`config.mk`:
```
export PLATFORM = sky130hd
export DESIGN_NAME = multu_ctl
export DESIGN_NICKNAME = d
export VERILOG_FILES = /design/src/rtl/mdu_pkg.sv /design/src/rtl/mul_shift_add.sv /design/src/rtl/multu_ctl.sv
export SDC_FILE = /design/constraint.sdc
export NUM_CORES = 1
export LEC_CHECK = 0
export ABC_CLOCK_PERIOD_IN_PS = 7400
export BUFFER_PORTS_ARGS = -buffer_cell sky130_fd_sc_hd__buf_2
export CAP_MARGIN = 15
export CORE_MARGIN = 3
export CORE_UTILIZATION = 40
export DETAILED_ROUTE_END_ITERATION = 8
export PLACE_DENSITY = 0.63
export SLEW_MARGIN = 20
export SYNTH_ARGS = -nofsm -noshare
export SYNTH_HDL_FRONTEND = slang
export SYNTH_SLANG_ARGS = --single-unit
```
`constraint.sdc`:
```
create_clock -name clk -period 7.4 [get_ports clk]
set_input_delay 0.74 -clock clk [delete_from_list [all_inputs] [get_ports clk]]
set_output_delay 0.74 -clock clk [all_outputs]
set_load 0.05 [all_outputs]
```
`src/rtl/mdu_pkg.sv`:
```
// ----------------------------------------------------------------------------
// mdu_pkg
// Definitions shared by the multiply/divide unit blocks:
//   - DEFAULT_WIDTH : default operand width (HI and LO are each this wide)
//   - SEL_HI/SEL_LO : move-from-HI / move-from-LO read select codes
//   - state_t       : sequencer state encoding (IDLE, RUN, DONE)
// ----------------------------------------------------------------------------
package mdu_pkg;

  localparam int DEFAULT_WIDTH = 32;

  localparam logic [1:0] SEL_HI = 2'b01;
  localparam logic [1:0] SEL_LO = 2'b10;

  typedef enum logic [1:0] {
    IDLE = 2'd0,
    RUN  = 2'd1,
    DONE = 2'd2
  } state_t;

endpackage

```
`src/rtl/mul_shift_add.sv`:
```
// ----------------------------------------------------------------------------
// mul_shift_add
// One step of the radix-2 shift-and-add unsigned multiplier (purely
// combinational).
//   i_p : current partial product {upper, lower}, 2*WIDTH bits
//   i_m : multiplicand, WIDTH bits
//   o_p : next partial product, 2*WIDTH bits
// When i_p[0] is set, the multiplicand is added to the upper half. The sum is
// WIDTH+1 bits wide, so the carry is kept. The whole value {carry, upper,
// lower} is then shifted right by one.
// ----------------------------------------------------------------------------
module mul_shift_add #(
  parameter int WIDTH = mdu_pkg::DEFAULT_WIDTH
) (
  input  logic [2*WIDTH-1:0] i_p,
  input  logic [WIDTH-1:0]   i_m,
  output logic [2*WIDTH-1:0] o_p
);

  logic [WIDTH-1:0] w_addend;
  logic [WIDTH:0]   w_sum;

  always_comb begin
    w_addend = i_p[0] ? i_m : {WIDTH{1'b0}};
    w_sum    = {1'b0, i_p[2*WIDTH-1:WIDTH]} + {1'b0, w_addend};
    // The carry becomes the new MSB. Bit 0 of the lower half has been consumed
    // and drops out of the shift.
    o_p      = {w_sum, i_p[WIDTH-1:1]};
  end

endmodule

```
`src/rtl/multu_ctl.sv`:
```
// ----------------------------------------------------------------------------
// multu_ctl
// Iterative unsigned multiplier (multu) with architectural HI/LO registers.
// Latency is a fixed WIDTH cycles. There is no early exit.
//   clk      : clock, rising edge
//   rst      : asynchronous active-high reset
//   start    : multu request from EX (already qualified by a valid instruction)
//   src_a    : multiplicand, sampled when start is accepted
//   src_b    : multiplier, sampled when start is accepted
//   sel      : 01 = mfhi, 10 = mflo, other values = no read
//   hilo_out : HI/LO read data, 0 when no read is selected
//   hi, lo   : architectural HI/LO registers
//   busy     : a multiply is in progress (state RUN)
//   stall    : busy and the pipeline is presenting a multu/mfhi/mflo request
//   done     : one-cycle pulse after HI/LO have just been written
// ----------------------------------------------------------------------------
module multu_ctl
  import mdu_pkg::*;
#(
  parameter int WIDTH = DEFAULT_WIDTH
) (
  input  logic             clk,
  input  logic             rst,
  input  logic             start,
  input  logic [WIDTH-1:0] src_a,
  input  logic [WIDTH-1:0] src_b,
  input  logic [1:0]       sel,
  output logic [WIDTH-1:0] hilo_out,
  output logic [WIDTH-1:0] hi,
  output logic [WIDTH-1:0] lo,
  output logic             busy,
  output logic             stall,
  output logic             done
);

  localparam int CNT_W = (WIDTH > 1) ? $clog2(WIDTH) : 1;
  localparam logic [CNT_W-1:0] CNT_LAST = CNT_W'(WIDTH - 1);

  state_t             r_state;
  state_t             w_state_nxt;
  logic               w_load;
  logic               w_step;
  logic               w_last;

  logic [CNT_W-1:0]   r_cnt;
  logic [2*WIDTH-1:0] r_p;
  logic [WIDTH-1:0]   r_m;
  logic [WIDTH-1:0]   r_hi;
  logic [WIDTH-1:0]   r_lo;
  logic               r_done;
  logic [2*WIDTH-1:0] w_p_nxt;

  mul_shift_add #(
    .WIDTH (WIDTH)
  ) u_step (
    .i_p (r_p),
    .i_m (r_m),
    .o_p (w_p_nxt)
  );

  always_ff @(posedge clk or posedge rst) begin
    if (rst) begin
      r_state <= IDLE;
    end else begin
      r_state <= w_state_nxt;
    end
  end

  always_comb begin
    w_state_nxt = r_state;
    w_load      = 1'b0;
    w_step      = 1'b0;
    w_last      = 1'b0;
    case (r_state)
      IDLE: begin
        if (start) begin
          w_load      = 1'b1;
          w_state_nxt = RUN;
        end
      end
      RUN: begin
        // start is ignored here. The stall output makes the pipeline hold
        // the request and present it again later.
        w_step = 1'b1;
        if (r_cnt == CNT_LAST) begin
          w_last      = 1'b1;
          w_state_nxt = DONE;
        end
      end
      DONE: begin
        if (start) begin
          w_load      = 1'b1;
          w_state_nxt = RUN;
        end else begin
          w_state_nxt = IDLE;
        end
      end
      default: w_state_nxt = IDLE;
    endcase
  end

  always_ff @(posedge clk or posedge rst) begin
    if (rst) begin
      r_cnt  <= '0;
      r_p    <= '0;
      r_m    <= '0;
      r_hi   <= '0;
      r_lo   <= '0;
      r_done <= 1'b0;
    end else begin
      r_done <= w_last;
      if (w_load) begin
        r_p   <= {{WIDTH{1'b0}}, src_b};
        r_m   <= src_a;
        r_cnt <= '0;
      end else if (w_step) begin
        r_p <= w_p_nxt;
        if (w_last) begin
          // HI/LO change only on the final step. An aborted run never
          // touches them.
          r_hi  <= w_p_nxt[2*WIDTH-1:WIDTH];
          r_lo  <= w_p_nxt[WIDTH-1:0];
          r_cnt <= '0;
        end else begin
          r_cnt <= r_cnt + 1'b1;
        end
      end
    end
  end

  always_comb begin
    busy  = (r_state == RUN);
    stall = busy && (start || (sel == SEL_HI) || (sel == SEL_LO));
    case (sel)
      SEL_HI:  hilo_out = r_hi;
      SEL_LO:  hilo_out = r_lo;
      default: hilo_out = '0;
    endcase
  end

  assign hi   = r_hi;
  assign lo   = r_lo;
  assign done = r_done;

endmodule
```
# After elaboration in Yosys (flattened, before gate mapping)
# Index checks and enable logic that the tools add are counted.
dict set report word_totals {
  ff_bits 168
  out_inout_bits 99
  word_cells 41
}
dict set report classes {
  addsub 2
  n_eq_ne 7
  n_mux 16
  n_bitwise 1
  reduce_logical 8
}
# operator count
set ops {}
lappend ops {{2-to-1 mux 64 bit} 2}
lappend ops {{one-hot mux 32 bit (2 select lines)} 1}
lappend ops {{adder 32 x 32 -> 33 bit} 1}
lappend ops {{2-to-1 mux 32 bit} 1}
lappend ops {{2-to-1 mux 5 bit} 3}
lappend ops {{2-to-1 mux 1 bit} 6}
lappend ops {{one-hot mux 2 bit (3 select lines)} 1}
lappend ops {{adder 5 x 1 -> 5 bit, second input constant} 1}
lappend ops {{== test 5 bit, second input constant} 1}
lappend ops {{== test 2 x 1 -> 1 bit, second input constant} 2}
lappend ops {{== test 2 bit, second input constant} 2}
lappend ops {{2-to-1 mux 2 bit} 2}
lappend ops {{AND reduction 3 bit} 1}
lappend ops {{logical NOT 2 bit} 1}
lappend ops {{logical OR 1 bit} 2}
lappend ops {{!= test 2 x 1 -> 1 bit, second input constant} 1}
lappend ops {{!= test 2 bit, second input constant} 1}
lappend ops {{AND reduction 2 bit} 1}
lappend ops {{nonzero test 2 bit} 1}
lappend ops {{OR reduction 2 bit} 1}
lappend ops {{logical AND 1 bit} 1}
lappend ops {{inverter 1 bit} 1}

# Longest topological paths before layout
dict set report depth {
  ltp_word 6
  depth_mapped 11
}

# Hierarchy
# A second synthesis with hierarchy kept.
dict set report hier_totals {
  cells_unflattened 792
  hier_area_um2 9402.8
}
# module instances cells_per_inst area_each_um2
set modules_own_cells {}
lappend modules_own_cells {multu_ctl 1 497 7215.7}
lappend modules_own_cells {mul_shift_add 1 295 2187.1}

# Least setup slack after synthesis
# Ideal clock, no wire load.
dict set report synth_timing {
  kind {input to output}
  startpoint {input sel[0]}
  endpoint {output hilo_out[0]}
  t_arrival_ns 2.169
  t_required_ns 6.660
  setup_slack_ns 4.491
  path_stages 6
  path_buffers 2
  cell_sequence {inv_1 -> ha_1 -> clkbuf_1 -> clkbuf_1 -> a22oi_1 -> nor2_1}
}
dict set report synth_via {
  elab_chain_cells 2
}
# item line
set synth_rtl {}
lappend synth_rtl {{start: declaration} multu_ctl.sv:27} ;# input logic [1:0] sel,
lappend synth_rtl {{== test 2 bit or == test 2 x 1 -> 1 bit (tied branches)} multu_ctl.sv:134} ;# case (sel)
lappend synth_rtl {{one-hot mux 32 bit (2 select lines) *} multu_ctl.sv:134}
lappend synth_rtl {{end: declaration} multu_ctl.sv:28} ;# output logic [WIDTH-1:0] hilo_out,
# Mark *: on every way between the ends. The rest lies on a longest branch, timed or not.

# Worst setup path in the final report
dict set report layout_timing {
  startpoint {register r_state[0]}
  endpoint {register r_hi[29], in the netlist hi[29]}
}
dict set report layout_via {
  elab_chain_cells 5
}
# item line
set layout_rtl {}
lappend layout_rtl {{start: declaration} multu_ctl.sv:39} ;# state_t r_state;
lappend layout_rtl {{start signal: assignment} multu_ctl.sv:65} ;# r_state <= w_state_nxt;
lappend layout_rtl {{== test 2 bit or logical NOT 2 bit (tied branches)} multu_ctl.sv:74} ;# case (r_state)
lappend layout_rtl {{OR reduction 2 bit (no line)} n/a}
lappend layout_rtl {{2-to-1 mux 1 bit} n/a}
lappend layout_rtl {{inverter 1 bit (no line)} n/a}
lappend layout_rtl {{AND reduction 3 bit (no line) *} n/a}
lappend layout_rtl {{end signal: assignment} multu_ctl.sv:121} ;# r_hi <= w_p_nxt[2*WIDTH-1:WIDTH];
lappend layout_rtl {{end: declaration} multu_ctl.sv:48} ;# logic [WIDTH-1:0] r_hi;
# Marked as above.
# A chain may end at the register's enable or synchronous reset.

==> impl_metrics.toml <==
[die]
die_area_um2 = 24100
coreArea_um2 = 21400
die_x_um = 155
start_util_pct = 41.5
pin_count = 168
die_h_um = 155
num_rows = 53

[synth]
synthFlopType = "dfrtp_1"
ys_ff_latch = 168
netlist.top_cell.by_area = "dfrtp_1"
synth_edf_count = 0
synth_cell_types = 61
yosysSeqAreaShare_pct = 47.3
synthCells = 1047
synthTopCellsByArea = "dfrtp_1 47%, nand2_1 15%, a22oi_1 5.6%"
syn_area_per_cell_um2 = 8.49
syn_area_um2 = 8890
synth-async-reset-ratio_pct = 100
synth_nets = 1153
yosys.area.top_type_share_pct = 47.3
yosysWarnings = 0

[timing]
fin_crit_ns = 3.51
setup_tns_ns = 0
finClkSkew_ns = 0.00845
worst_pin_slew_ns = 0.865
final_max_slew_viol_count = 0
setup_viol = 0
fmaxAchievable_mhz = 285
period_share_pct = 47.4
rsz0062_at_grt = "no"
max_slew_margin_pct = 42.3
hold_viol = 0
finalWorstSetupSlack_ns = 3.89

[setup_path]
r2r_slack_ns = 3.89
worst-endpoint-arrival_ns = 3.81
path_depth = 10
crit_slowest_cell = "clkinv_1"
critical_path_required_ns = 7.71
slowest_delay_ns = 0.70
reg2reg_depth = 10
cp_top_family = "buffers and inverters"
crit_top_cell = "buf_4"
crit_type = "register to register"
path_buf_inv = 4
critPathLaunchType = "register"
endpoint_kind = "register"
path_max_fanout = 90
r2r-end = "hi[29]"
path_cells = "nand2b_1 > buf_4 > clkinv_1 > buf_4 > nand2_2 > buf_4 > nor2_1 > nand2_1 > o31ai_1 > a221o_1"
r2r-start = "r_state[0]"

[cts]
clk_pin_slew_ns = 0.07
htreeDepth = 4
clock_latency_ns = 0.43
postCtsHoldBufs = 0
root_buffer = "clkbuf_16"
cts_sinks = 168
cts_buffer_depth = 2
cts.repair.resized = 0
cts_buffers = 17
cts_tree = "yes"
post_cts_buffers = 0

[placement]
pre_cts_ws_ns = 3.87
placed_cells_incl_taps = 1429
gp_congestion = 0.918
io_buffers = 167
hpwl_mm = 17.5

[finish]
final_util_pct = 49.0
final_cells = 1461
nets = 1279
area_growth_syn_to_layout_pct = 18.0
antennaDiodeCount = 0
fillerInstances = 2116
drive_above_1_share_pct = 19.1

[power_and_ir_drop]
ir_drop_mv = 0.176
p_leak_nw = 5.29
cellPowerDensity_nw_per_um2 = 477

[routing]
num_vias = 7755
drc = 0
vias_per_cell = 5.31
drt_iter0_drc = 490
final_antenna_net_count = 0
dr.pass1.iters = 5
wire_per_inst_um = 16.8
wl_mm = 24.5

[status]
status = "finished clean"

[job]
maxCapViolCount = 0

[grt]
grt_max_degree = 91
grt_pass1_vias = 7517
groute.usage.overall_pct = 20.6
antenna_found_initial = 0
grt_overflow_total = 0
grt_first_pass_wirelength_mm = 40.2

[worst_hold_path]
hp-class = "input port to async pin"
==> logic make-up after synthesis <==
logic type	count (synthesis)	synth area share, %
AND/OR/NAND/NOR	493	23.3
AO/OA/AOI/OAI	236	17.7
flip-flops	168	47.3
buffers and inverters	85	3.67
adder cells (fa/ha/maj)	37	5.29
XOR/XNOR	27	2.66
multiplexers	1	0.127
==> registers in the layout (all words and copies together), names as in the netlist <==
name	count
lo	32
r_m	32
r_cnt	5
hi	32
r_state	2
r_p	64
done	1
==> cells in the final DEF, fill, tap and decap left out, types with 4 or more instances in the layout <==
cell and count:
clkinvlp_4 5, xnor2_1 16, nor2_1 62, a21oi_1 37
nand3_1 13, a22oi_1 66, a211oi_1 4, nand2_1 344
and2_1 35, clkbuf_16 17, o31ai_1 8, nand4_1 11
ha_1 34, buf_4 6, inv_6 5, a21o_1 6
inv_1 15, o21bai_1 7, dfrtp_1 168, o21ai_0 63
a22o_1 8, buf_2 167, xor2_1 11
==> layer usage <==
layer / global-route usage [%] / vias up / share of wire [%]
met5: 0 / - / 0
met3: 3.73 / 26 / 5.7
li1: - / 3818 / -
met1: 31.0 / 3677 / 49
met4: 4.92 / 0 / 1.4
met2: 30.9 / 234 / 44
==> per-stage QoR <==
stage	hold slack (ns)	total power [mW]	instance area, um2
finish	0.454	5.01	10500
global route	0.488	5.37	10500
CTS	0.470	5.04	10500
detailed placement	0.454	4.13	9900
global placement	0.449	4.06	9890
floorplan	0.437	3.41	8890
==> synth_stat cells, types with 3 or more instances <==
| library cell | instances |
|---|---|
| nand2_1 | 345 |
| nand2b_1 | 3 |
| nand3_1 | 13 |
| xnor2_1 | 16 |
| a21oi_1 | 37 |
| a22oi_1 | 66 |
| ha_1 | 36 |
| o22ai_1 | 3 |
| xor2_1 | 11 |
| a211oi_1 | 4 |
| dfrtp_1 | 168 |
| nor3_1 | 3 |
| a22o_1 | 8 |
| nor2_1 | 63 |
| buf_1 | 8 |
| buf_2 | 5 |
| o31ai_1 | 8 |
| and2_1 | 35 |
| inv_1 | 17 |
| o211ai_1 | 3 |
| o21a_1 | 3 |
| and3_1 | 3 |
| o21bai_1 | 7 |
| o21ai_0 | 63 |
| a21o_1 | 6 |
| clkbuf_1 | 53 |
| nand4_1 | 11 |
==> worst max-delay path by stage <==
stage,from,to
CTS,r_state[0],hi[29]
floorplan,rst,done
detailed placement,r_state[0],hi[29]
global placement,r_state[0],hi[29]
finish,r_state[0],hi[29]
global route,r_p[0],hi[17]
==> where the power goes <==
part | internal (mW) | leakage [nW] | switching, mW | total, mW
combinational | 0.818 | 2.88 | 1.70 | 2.52
sequential | 1.30 | 2.14 | 0.294 | 1.60
clock | 0.505 | 0.273 | 0.391 | 0.896
==> area by class of cell <==
class,count,area [um2],share of cell area [%]
multi-input combinational,794,4390,41.8
clock buffer,18,429,4.09
inverter,18,72.6,0.691
sequential,168,4200,40.1
timing repair buffer,174,892,8.50
tap,275,344,3.28
clock inverter,14,166,1.59
Note: power is estimated with default switching activity, not from simulation.
